$ cat src/rtl/keypad_pkg.sv
// Shared definitions for the 4x4 keypad front end: key codes, FSM states
// and the row/column-to-code keymap.
package keypad_pkg;

  localparam logic [3:0] KEY_ADD   = 4'd10;
  localparam logic [3:0] KEY_EQUAL = 4'd11;
  localparam logic [3:0] KEY_CLEAR = 4'd12;

  typedef enum logic [1:0] {
    SCAN,
    DEB_PRESS,
    PRESSED,
    DEB_RELEASE
  } kp_state_t;

  function automatic logic [3:0] keymap(input logic [1:0] row_idx,
                                        input logic [1:0] col_idx);
    logic [3:0] code;
    code = 4'd0;
    case ({row_idx, col_idx})
      4'h0: code = 4'd1;
      4'h1: code = 4'd2;
      4'h2: code = 4'd3;
      4'h3: code = KEY_ADD;
      4'h4: code = 4'd4;
      4'h5: code = 4'd5;
      4'h6: code = 4'd6;
      4'h7: code = KEY_EQUAL;
      4'h8: code = 4'd7;
      4'h9: code = 4'd8;
      4'hA: code = 4'd9;
      4'hB: code = KEY_CLEAR;
      4'hC: code = 4'd13;
      4'hD: code = 4'd0;
      4'hE: code = 4'd14;
      4'hF: code = 4'd15;
      default: code = 4'd0;
    endcase
    return code;
  endfunction

  function automatic logic [1:0] onehot_idx(input logic [3:0] v);
    logic [1:0] idx;
    idx = '0;
    for (int unsigned i = 0; i < 4; i++) begin
      if (v[i]) idx = 2'(i);
    end
    return idx;
  endfunction

endpackage

$ cat src/rtl/module_sincronizador.sv
// Two-flop synchroniser for the asynchronous keypad row pins; idles high
// to match the pull-ups.
module module_sincronizador #(
  parameter int unsigned WIDTH = 4
) (
  input  logic             clk,
  input  logic             rst_n,
  input  logic [WIDTH-1:0] din,
  output logic [WIDTH-1:0] dout
);

  logic [WIDTH-1:0] meta_q;

  always_ff @(posedge clk or negedge rst_n) begin
    if (!rst_n) begin
      meta_q <= '1;
      dout   <= '1;
    end else begin
      meta_q <= din;
      dout   <= meta_q;
    end
  end

endmodule

$ cat src/rtl/module_teclado.sv
// 4x4 active-low keypad scanner with debounce; emits one key_code/key_pulse
// event per physical press.
module module_teclado
  import keypad_pkg::*;
#(
  parameter int unsigned SCAN_DIV        = 27000,
  parameter int unsigned DEBOUNCE_CYCLES = 540000
) (
  input  logic       clk,
  input  logic       rst_n,
  input  logic [3:0] row_i,
  output logic [3:0] col_o,
  output logic [3:0] key_code,
  output logic       key_pulse,
  output logic       key_held
);

  localparam int unsigned SCAN_W = $clog2(SCAN_DIV);
  localparam int unsigned DEB_W  = $clog2(DEBOUNCE_CYCLES);
  localparam logic [SCAN_W-1:0] SCAN_LAST = SCAN_W'(SCAN_DIV - 1);
  localparam logic [DEB_W-1:0]  DEB_LAST  = DEB_W'(DEBOUNCE_CYCLES - 1);
  localparam logic [DEB_W-1:0]  DEB_ONE   = DEB_W'(1);

  logic [3:0]        row_s;
  kp_state_t         state_q, state_d;
  logic [SCAN_W-1:0] scan_q, scan_d;
  logic [DEB_W-1:0]  deb_q, deb_d;
  logic [3:0]        col_q, col_d;
  logic [3:0]        row_lat_q, row_lat_d;
  logic [3:0]        code_q, code_d;
  logic              pulse_q, pulse_d;
  logic              held_q, held_d;
  logic [3:0]        col_next;

  module_sincronizador #(.WIDTH(4)) u_sync (
    .clk  (clk),
    .rst_n(rst_n),
    .din  (row_i),
    .dout (row_s)
  );

  assign col_next = {col_q[2:0], col_q[3]};

  always_ff @(posedge clk or negedge rst_n) begin
    if (!rst_n) begin
      state_q   <= SCAN;
      scan_q    <= '0;
      deb_q     <= '0;
      col_q     <= 4'b1110;
      row_lat_q <= '1;
      code_q    <= '0;
      pulse_q   <= 1'b0;
      held_q    <= 1'b0;
    end else begin
      state_q   <= state_d;
      scan_q    <= scan_d;
      deb_q     <= deb_d;
      col_q     <= col_d;
      row_lat_q <= row_lat_d;
      code_q    <= code_d;
      pulse_q   <= pulse_d;
      held_q    <= held_d;
    end
  end

  always_comb begin
    state_d   = state_q;
    scan_d    = scan_q;
    deb_d     = deb_q;
    col_d     = col_q;
    row_lat_d = row_lat_q;
    code_d    = code_q;
    pulse_d   = 1'b0;
    held_d    = held_q;

    case (state_q)
      SCAN: begin
        if (scan_q == SCAN_LAST) begin
          scan_d = '0;
          if ($onehot(~row_s)) begin
            row_lat_d = row_s;
            deb_d     = '0;
            state_d   = DEB_PRESS;
          end else begin
            col_d = col_next;
          end
        end else begin
          scan_d = scan_q + 1'b1;
        end
      end
      DEB_PRESS: begin
        if (row_s != row_lat_q) begin
          deb_d   = '0;
          col_d   = col_next;
          state_d = SCAN;
        end else if (deb_q == DEB_LAST) begin
          code_d  = keymap(onehot_idx(~row_lat_q), onehot_idx(~col_q));
          pulse_d = 1'b1;
          held_d  = 1'b1;
          deb_d   = '0;
          state_d = PRESSED;
        end else begin
          deb_d = deb_q + 1'b1;
        end
      end
      PRESSED: begin
        // The cycle that first sees all rows high already counts as stable.
        if (&row_s) begin
          deb_d   = DEB_ONE;
          state_d = DEB_RELEASE;
        end
      end
      DEB_RELEASE: begin
        if (!(&row_s)) begin
          deb_d   = '0;
          state_d = PRESSED;
        end else if (deb_q == DEB_LAST) begin
          deb_d   = '0;
          held_d  = 1'b0;
          col_d   = col_next;
          state_d = SCAN;
        end else begin
          deb_d = deb_q + 1'b1;
        end
      end
      default: state_d = SCAN;
    endcase
  end

  assign col_o     = col_q;
  assign key_code  = code_q;
  assign key_pulse = pulse_q;
  assign key_held  = held_q;

endmodule

$ cat config.mk
export PLATFORM = sky130hd
export DESIGN_NAME = module_teclado
export DESIGN_NICKNAME = d
export VERILOG_FILES = /design/src/rtl/keypad_pkg.sv /design/src/rtl/module_sincronizador.sv /design/src/rtl/module_teclado.sv
export SDC_FILE = /design/constraint.sdc
export NUM_CORES = 1
export LEC_CHECK = 0
export ABC_AREA = 1
export CORE_MARGIN = 2
export CORE_UTILIZATION = 36
export CTS_CLUSTER_DIAMETER = 150
export DETAILED_ROUTE_END_ITERATION = 6
export PLACE_DENSITY_LB_ADDON = 0.3
export REMOVE_ABC_BUFFERS = 1
export SLEW_MARGIN = 5
export SYNTH_ARGS = -nofsm -noshare
export SYNTH_HDL_FRONTEND = slang
export SYNTH_SLANG_ARGS = --single-unit
$ cat constraint.sdc
create_clock -name clk -period 4.9 [get_ports clk]
set_clock_uncertainty 0.1 [all_clocks]
set_input_delay 0.735 -clock clk [delete_from_list [all_inputs] [get_ports clk]]
set_output_delay 0.735 -clock clk [all_outputs]
set_load 0.02 [all_outputs]
======== Word level (Yosys, flattened, before mapping) ========
Memory sizes are Yosys's and may differ from the RTL's. A register that Yosys moved wholly into a read port is not among the register bits.
Cells that the tools add are included.
storage, ports and cells
  register bits ........................... 55
  bits in read-only memories .............. 64
  bits of input ports ..................... 6
  output and inout port bits .............. 10
  logic and storage cells ................. 90
  memories ................................ 1
cells by class
  add/subtract/negate cells ............... 5
  eq/ne operators ......................... 18
  mux-type cells .......................... 42
  bitwise logic cells ..................... 4
  reduce and logical (&&, ||, !) cells .... 11
memories
  memory           depth  width  rd ports  clocked after memory_dff  wr ports  line              source
  (no name shown)  16     4      1         1                         0         keypad_pkg.sv:20  case ({row_idx, col_idx})
operators with widths
  kind                   count
  $mux 20                6
  $pmux 20 s4            1
  $mux 2                 17
  $add 20x1->20 const B  1
  $eq 20x20->1 const B   1
  $mux 4                 5
  $ne 2x2->1 const B     9
  $add 15x1->15 const B  1
  $eq 15x15->1 const B   1
  $mux 15                1
  $not 4->4              3
  $pmux 4 s3             1
  $reduce_and 5->1       2
  $mux 1                 9
  $reduce_and 3->1       3
  $pmux 2 s4             1
  $ne 3x3->1 const B     2
  $reduce_and 6->1       1
  $add 1x1->2            2
  $eq 2x2->1 const B     2
  $ne 4x4->1             1
  $reduce_and 4->1       1
  $add 2x2->3            1
  $eq 3x1->1 const B     1
  7 further kinds        7

======== Depth between registers and ports, before layout ========
Gate-level depths: netlist (run 1).
  word-level depth ........................ 7
  gate-level depth with buffers ........... 14
  gate-level depth less buffers ........... 13

======== Hierarchy ========
Synthesis (run 1) repeated with hierarchy kept, for this count alone.
second synthesis, totals
  cell total of the unflattened synthesis .. 500
  area total of the unflattened synthesis .. 3,674.8 µm²
modules (own cells, without submodules)
  module                times used  cells an instance  area each (µm²)  sequential area each (µm²)
  module_teclado        1           492                3,464.6          1,285.0
  module_sincronizador  1           8                  210.2            210.2

======== Worst setup path before layout (run 1) ========
No wires, ideal clock.
  kind .................................... register to register
  from .................................... register u_sync.dout[0]
  to ...................................... register deb_q[10]
  library setup time ...................... 0.116 ns
  arrival time ............................ 2.090 ns
  data required time ...................... 4.684 ns
  path slack .............................. 2.594 ns
  stages on the path, launching flop included .. 12
  path buffers ............................ 1
  clock period less this slack ............ 2.306 ns
  path through ............................ dfstp_2 fa_1 inv_1 ha_1 ha_1 nor2_1 o21ai_2 inv_2 nand2_4 buf_6 nor2_4 nor2_1
between the ends
  word-level cells in the longest chain between the ends .. 6
  elaborated cells on any way between the ends .. 12
RTL lines
  what                               line                        source
  start, declared                    module_sincronizador.sv:9   output logic [WIDTH-1:0] dout
  start signal, assigned             module_sincronizador.sv:20  dout <= meta_q;
  $not 4->4                          module_teclado.sv:80        if ($onehot(~row_s)) begin
  $add 1x1->2 (implied by the code)  module_teclado.sv:80
  $add 2x2->3 (implied by the code)  module_teclado.sv:80
  $eq 3x1->1                         module_teclado.sv:80
  $ne 2x2->1 (no source line)        n/a
  $reduce_and 3->1 (no source line)  n/a
  end signal, assigned               module_teclado.sv:48        deb_q <= '0;
  end signal, assigned               module_teclado.sv:57        deb_q <= deb_d;
  end, declared                      module_teclado.sv:27        logic [DEB_W-1:0] deb_q, deb_d;
Several ways; a longest one is shown, not always the timed one.
A chain may end at the register's enable or synchronous reset.

======== Final worst setup path (run 1) ========
  from .................................... register u_sync.dout[1]
  to ...................................... register state_q[1]
between the ends
  word-level cells in the longest chain between the ends .. 6
  elaborated cells on any way between the ends .. 14
RTL lines
  what                               line                  source
  $not 4->4                          module_teclado.sv:80
  $add 1x1->2 (implied by the code)  module_teclado.sv:80
  $add 2x2->3 (implied by the code)  module_teclado.sv:80
  $eq 3x1->1                         module_teclado.sv:80
  $ne 2x2->1 (no source line)        n/a
  $reduce_and 5->1 (no source line)  n/a
  end signal, assigned               module_teclado.sv:55  state_q <= state_d;
  end, declared                      module_teclado.sv:25  kp_state_t state_q, state_d;
Several ways; a longest one is shown, not always the timed one.

==> impl_metrics.py, run 1 <==
metrics = {
    "clocking": {
        "cts-root-buf": "clkbuf_8",
        "cts_buffer_depth": 2,
        "clock-sinks": 59,
        "cts_made_buffers": 9,
        "postCtsHoldBufs": 0,
        "insertion_delay_ns": 0.33,
        "clk_pin_slew_ns": 0.07,
        "post_cts_buffers": 0,
        "cts.repair.resized": 0,
        "cts_tree": "yes",
        "cts_max_level": 3,
    },
    "routing": {
        "vias": 3204,
        "drt-pass1-iter-count": 5,
        "postRouteAntennaNets": 0,
        "drtIter0Drc": 128,
        "wire_per_inst_um": 11.9,
        "routed_wl_mm": 7.87,
        "drc_errors": 0,
        "via_per_inst": 4.86,
    },
    "critical_path": {
        "reg2regPathDepth": 11,
        "cp_max_fo": 20,
        "timing.critical_path.buf_inv": 2,
        "ff2ff_setup_slack_ns": 2.44,
        "crit_chain": "fa_1 -> inv_1 -> ha_1 -> ha_1 -> nor2_1 -> o21ai_2 -> inv_2 -> nand2_4 -> nor2_4 -> nand3_1 -> nand2_1",
        "r2r-end": "state_q[1]",
        "crit_type": "flip-flop to flip-flop",
        "path_delay_family": "adder cells",
        "crit_slowest_cell": "dfstp_2",
        "critPathLaunchType": "flip-flop",
        "cp.arrival_ns": 2.64,
        "path_common_cell": "ha_1",
        "critPathRequiredTime_ns": 5.08,
        "slowest_delay_ns": 0.57,
        "crit_path_end_kind": "flip-flop",
        "timing.rr.start": "u_sync.dout[1]",
    },
    "logic_synthesis": {
        "ys.flop_type": "dfrtp_1",
        "ys_ff_latch": 59,
        "synthAdderAreaFrac_pct": 3.99,
        "syn_area_um2": 3640,
        "synthArstFlopShare_pct": 100,
        "synth-xor-area-share_pct": 1.93,
        "synth-seq-area-share_pct": 41.1,
        "synth-simple-area-share_pct": 37.6,
        "synth_cell_types": 33,
        "synth_edf_count": 0,
        "synth_top_family_by_area": "simple AND/OR/NAND/NOR gates",
        "netlist_instances": 500,
        "synthMuxAreaShare_pct": 0,
        "yosys_warnings": 0,
        "synth.avg_cell_area_um2": 7.27,
        "synth_compound_area_share_pct": 6.74,
    },
    "global_route": {
        "grt_pass1_wl_mm": 14.1,
        "grt_use_total_pct": 15.7,
        "grt_overflow": 0,
        "antenna_found_initial": 0,
        "grt_pass1_vias": 3099,
        "grt_max_degree": 40,
    },
    "sta": {
        "timing.final.crit_period_ns": 2.46,
        "drv_slew": 0,
        "finalSetupTns_ns": 0,
        "tightest_slew_ns": 0.609,
        "setup_violations": 0,
        "max-slew-margin-rel_pct": 58.9,
        "rsz0062_at_grt": "false",
        "post-route-period-util_pct": 50.2,
        "hold_violations": 0,
        "fin_ws_ns": 2.44,
        "max_freq_mhz": 407,
    },
    "pwr": {
        "leakage_nw": 1.93,
        "pwr_density_cell_nw_per_um2": 251,
        "peakVddDrop_v": 0.000141,
    },
    "flow_run": {
        "maxCapViolCount": 0,
    },
    "outcome": {
        "status": "completed",
    },
    "floorplan": {
        "fp.dieW_um": 105,
        "pin_count": 16,
        "fp.dieH_um": 105,
        "start_util_pct": 37.2,
        "core_area_um2": 9770,
        "placementRows": 36,
        "die_area_um2": 10900,
    },
    "layout": {
        "fin_area_um2": 4140,
        "antennaDiodeCount": 0,
        "syn_to_final_growth_pct": 13.7,
        "nNetsFinal": 538,
        "drive_above_1_share_pct": 10.8,
    },
    "placement": {
        "hpwl_mm": 5.94,
        "pre_cts_ws_ns": 2.44,
        "dpl-instance-area_um2": 3910,
        "gp_congestion": 0.851,
        "io_buffers": 15,
    },
    "worst_hold_path": {
        "min_path_type": "primary input to asynchronous set/reset pin",
    },
}
[cells in the final DEF (no fill, tap or decap), types with 10 or more instances in the layout]
cell and n:
dfrtp_1 44, o21ai_0 29, nand2_1 141, clkbuf_8 11, inv_1 63, nand3_1 51
ha_1 10, nand4_1 22, nor2_1 61, dfstp_2 15, clkdlybuf4s50_1 14
[flip-flops by register name, indices dropped and copies added (netlist names)]
register	count
key_pulse	1
u_sync.meta_q	4
key_code	4
key_held	1
row_lat_q	4
col_o	4
scan_q	15
u_sync.dout	4
deb_q	20
state_q	2
[synth_stat cells (3+ instances only)]
library cell | n | area (µm²)
ha_1 | 10 | 125
nand4_1 | 22 | 138
nand3_1 | 51 | 255
nand2_1 | 141 | 529
buf_6 | 3 | 33.8
a21oi_1 | 7 | 35.0
o22ai_1 | 4 | 25.0
xor2_1 | 7 | 61.3
nor3_1 | 4 | 20.0
inv_1 | 63 | 236
inv_2 | 6 | 22.5
nor2_2 | 6 | 37.5
dfstp_2 | 15 | 394
o21ai_0 | 29 | 145
dfrtp_1 | 44 | 1100
a31oi_1 | 3 | 18.8
nand3_2 | 3 | 30.0
nor2_1 | 61 | 229
nor2_4 | 3 | 33.8
[stage by stage]
| stage | cells | hold WS [ns] | total power [mW] | utilization [%] |
|---|---|---|---|---|
| floorplan | 494 | 0.245 | 0.520 | - |
| global placement | 643 | 0.248 | 0.537 | 40.0 |
| detailed placement | 643 | 0.249 | 0.537 | 40.0 |
| CTS | 659 | 0.258 | 1.05 | 42.3 |
| global route | 659 | 0.262 | 1.08 | 42.3 |
| finish | 659 | 0.256 | 1.04 | 42.3 |
[area by class of cell]
type / count / area (µm²)
flip-flops and latches: 59 / 1500
well taps: 133 / 166
multi-input cells: 364 / 1830
fillers: 1006 / 5640
clock buffers: 12 / 155
repair buffers: 16 / 153
inverters: 71 / 267
clock inverters: 4 / 72.6
[power by group]
part           switching, mW  internal [mW]  total, mW
logic                 0.0225        0.00922     0.0317
registers            0.00259          0.493      0.496
clock network          0.196          0.314      0.510
[per-layer routing]
metal	routed length, µm	vias up	track usage, %
met5	0	-	0
met4	146	0	5.60
met1	3840	1474	20.0
met3	211	14	3.26
met2	3670	54	26.3
li1	-	1662	-
[worst register-to-register path, cell delays in order (launching register included)]
cell and delay [ns]:
dfstp_2 0.57, fa_1 0.42, inv_1 0.07, ha_1 0.13
ha_1 0.21, nor2_1 0.24, o21ai_2 0.08, inv_2 0.13
nand2_4 0.18, nor2_4 0.14, nand3_1 0.08, nand2_1 0.06
[worst max-delay path by stage]
stage / from / to / slack, ns / cells after the start
after floorplan: u_sync.dout[0] / deb_q[10] / 2.62 / 10
after global placement: u_sync.dout[1] / state_q[1] / 2.49 / 11
after detailed placement: u_sync.dout[1] / deb_q[10] / 2.44 / 10
after CTS: u_sync.dout[1] / state_q[1] / 2.42 / 11
after global routing: u_sync.dout[1] / state_q[1] / 2.25 / 11
final: u_sync.dout[1] / state_q[1] / 2.44 / 11
[kinds of logic after synthesis]
| group | Yosys count |
|---|---|
| xor gates and xnor gates | 8 |
| AOI/OAI and AO/OA | 46 |
| adders and majority gates | 11 |
| buffers and inverters | 77 |
| and+or+nand+nor | 299 |
| DFF | 59 |
No activity file was read; power rests on OpenSTA's default activity.
==> inputs of run 2 (changes only) <==
Clock period 4.9 ns to 2.04 ns, I/O delays scaled along.
==> run 2 against run 1 <==
The run now ends with setup timing left. Clock-buffer cell count down 3. Register-to-register slack worse by 2.7 ns. Die area unchanged. Global-route usage up 0.57 points. Sequential cell count unchanged. Non-clock buffer count up 17. Wire length up 5.2%. First-iteration DRC count down 3.9%. Critical path depth up 3. Clock power up 110%. Critical endpoint is now col_o[0]. Largest power group is now sequential cells.
==> impl_metrics.py, run 2 (same netlist as run 1, synthesis figures left out) <==
metrics = {
    "critical_path": {
        "critPathRequiredTime_ns": 2.23,
        "crit_slowest_cell": "dfstp_2",
        "crit_chain": "fa_1 -> inv_2 -> ha_4 -> ha_4 -> inv_2 -> nand2_2 -> nor2_4 -> buf_4 -> buf_6 -> nand2_1 -> nand2_2 -> nor2_4 -> nand3_1 -> nand2_1",
        "cp.arrival_ns": 2.50,
        "slowest_delay_ns": 0.54,
        "timing.critical_path.buf_inv": 4,
        "crit_path_end_kind": "flip-flop",
        "timing.rr.start": "u_sync.dout[1]",
        "critPathLaunchType": "flip-flop",
        "ff2ff_setup_slack_ns": -0.26,
        "crit_path_start": "u_sync.dout[1]",
        "crit_type": "flip-flop to flip-flop",
        "r2r-end": "col_o[0]",
        "reg2regPathDepth": 14,
        "path_delay_family": "adder cells",
        "cp_max_fo": 4,
    },
    "clocking": {
        "clock-sinks": 59,
        "insertion_delay_ns": 0.35,
        "cts_tree": "yes",
        "clk_pin_slew_ns": 0.07,
        "cts_max_level": 3,
        "cts_made_buffers": 9,
        "cts_buffer_depth": 2,
        "cts-root-buf": "clkbuf_8",
    },
    "routing": {
        "routed_wl_mm": 8.28,
        "vias": 3292,
        "via_per_inst": 4.87,
        "drtIter0Drc": 123,
        "drt-pass1-iter-count": 4,
        "wire_per_inst_um": 12.2,
        "postRouteAntennaNets": 0,
        "drc_errors": 0,
    },
    "sta": {
        "finalSetupTns_ns": -4.18,
        "timing.final.crit_period_ns": 2.30,
        "hold_violations": 0,
        "setup_violations": 30,
        "tightest_slew_ns": 0.554,
        "hold_ws_ns": 0.256,
        "drv_slew": 0,
        "fin_ws_ns": -0.265,
        "max-slew-margin-rel_pct": 62.7,
        "rsz0062_at_grt": "true",
        "post-route-period-util_pct": 113,
        "max_freq_mhz": 434,
    },
    "floorplan": {
        "die_area_um2": 10900,
        "fp.dieW_um": 105,
        "pin_count": 16,
        "core_area_um2": 9770,
        "placementRows": 36,
        "start_util_pct": 37.2,
        "fp.dieH_um": 105,
    },
    "outcome": {
        "violations": "setup timing",
        "status": "finished with violations",
    },
    "layout": {
        "fin_area_um2": 4410,
        "drive_above_1_share_pct": 17.9,
        "n_fill_cell": 982,
        "largest-register": "deb_q",
        "final_common_cell": "nand2_1",
        "nNetsFinal": 555,
        "syn_to_final_growth_pct": 21.3,
        "antennaDiodeCount": 0,
        "final_cell_mix": "135 x nand2_1, 61 x inv_1, 60 x nor2_1",
        "largest_register_ff_count": 20,
        "final-instance-count-excl-fill": 676,
        "reg.largest.list": "deb_q x20, scan_q x15",
    },
    "global_route": {
        "grt_use_total_pct": 16.3,
        "grt_pass1_vias": 3202,
        "antenna_found_initial": 0,
        "grt_max_degree": 29,
        "grt.met2_usage_pct": 26.1,
        "use_met1_pct": 21.1,
        "grt_overflow": 0,
        "met3_usage_pct": 4.07,
        "grt_pass1_wl_mm": 14.6,
        "top_usage_layer": "met2",
    },
    "placement": {
        "post-place-cells": 658,
        "dpl-instance-area_um2": 4050,
        "gp_congestion": 0.835,
        "io_buffers": 15,
        "hpwl_mm": 6.05,
    },
    "flow_run": {
        "maxCapViolCount": 0,
    },
    "pwr": {
        "peakVddDrop_v": 0.000309,
        "leakage_nw": 2.02,
        "pwr_density_cell_nw_per_um2": 544,
    },
    "worst_hold_path": {
        "hold_end": "u_sync.dout[1]",
        "hp-start": "u_sync.meta_q[1]",
        "hold_depth": 0,
        "min_path_type": "flip-flop to flip-flop",
    },
}
==> run 2: cell types whose count changed in the layout (fill, tap and decap cells not counted), moves of 6 or more <==
cell | previous run | this run
nand3_1 | 51 | 44
nand3_2 | 3 | 9
o21ai_0 | 29 | 22
buf_4 | 1 | 13
nand2_1 | 141 | 135
==> run 2: how the worst max path moves through the flow <==
stage,endpoint,cells after the start
final,col_o[0],14
after global routing,col_o[1],14
after CTS,deb_q[11],14
after global placement,deb_q[12],10
after floorplan,deb_q[10],10
after detailed placement,state_q[1],11
==> run 2: layout make-up <==
type                    instances  area (µm²)  area share, %
flip-flops and latches         59        1500           33.9
repair buffers                 33         315           7.14
inverters                      71         267           6.04
clock buffers                   9         124           2.81
clock inverters                 7        68.8           1.56
multi-input cells             364        1980           44.8
well taps                     133         166           3.77
==> run 2: through the flow <==
step / total power [mW] / setup WS, ns / utilization, %
floorplan: 1.25 / -0.239 / -
global route: 2.51 / -0.383 / 45.1
finish: 2.40 / -0.265 / 45.1
detailed placement: 1.31 / -0.268 / 41.4
global placement: 1.31 / -0.212 / 41.4
CTS: 2.41 / -0.190 / 44.1
==> run 2: power breakdown <==
part | total [mW] | internal, mW | switching [mW]
logic | 0.149 | 0.0629 | 0.0858
clock network | 1.06 | 0.558 | 0.505
registers | 1.19 | 1.18 | 0.00444
==> run 2: repair_timing <==
item,CTS,global route
endpoints found under the setup margin,30,31
hold buffers,1,0
buffers inserted,0,1
pin swaps,11,11
hold endpoints to repair,10,0
resized for setup,19,23
==> run 2: routing by layer <==
| layer | up-vias | share of wire (%) |
|---|---|---|
| met3 | 11 | 3.3 |
| met1 | 1549 | 47 |
| li1 | 1689 | - |
| met2 | 43 | 48 |
| met5 | - | 0 |
| met4 | 0 | 1.5 |
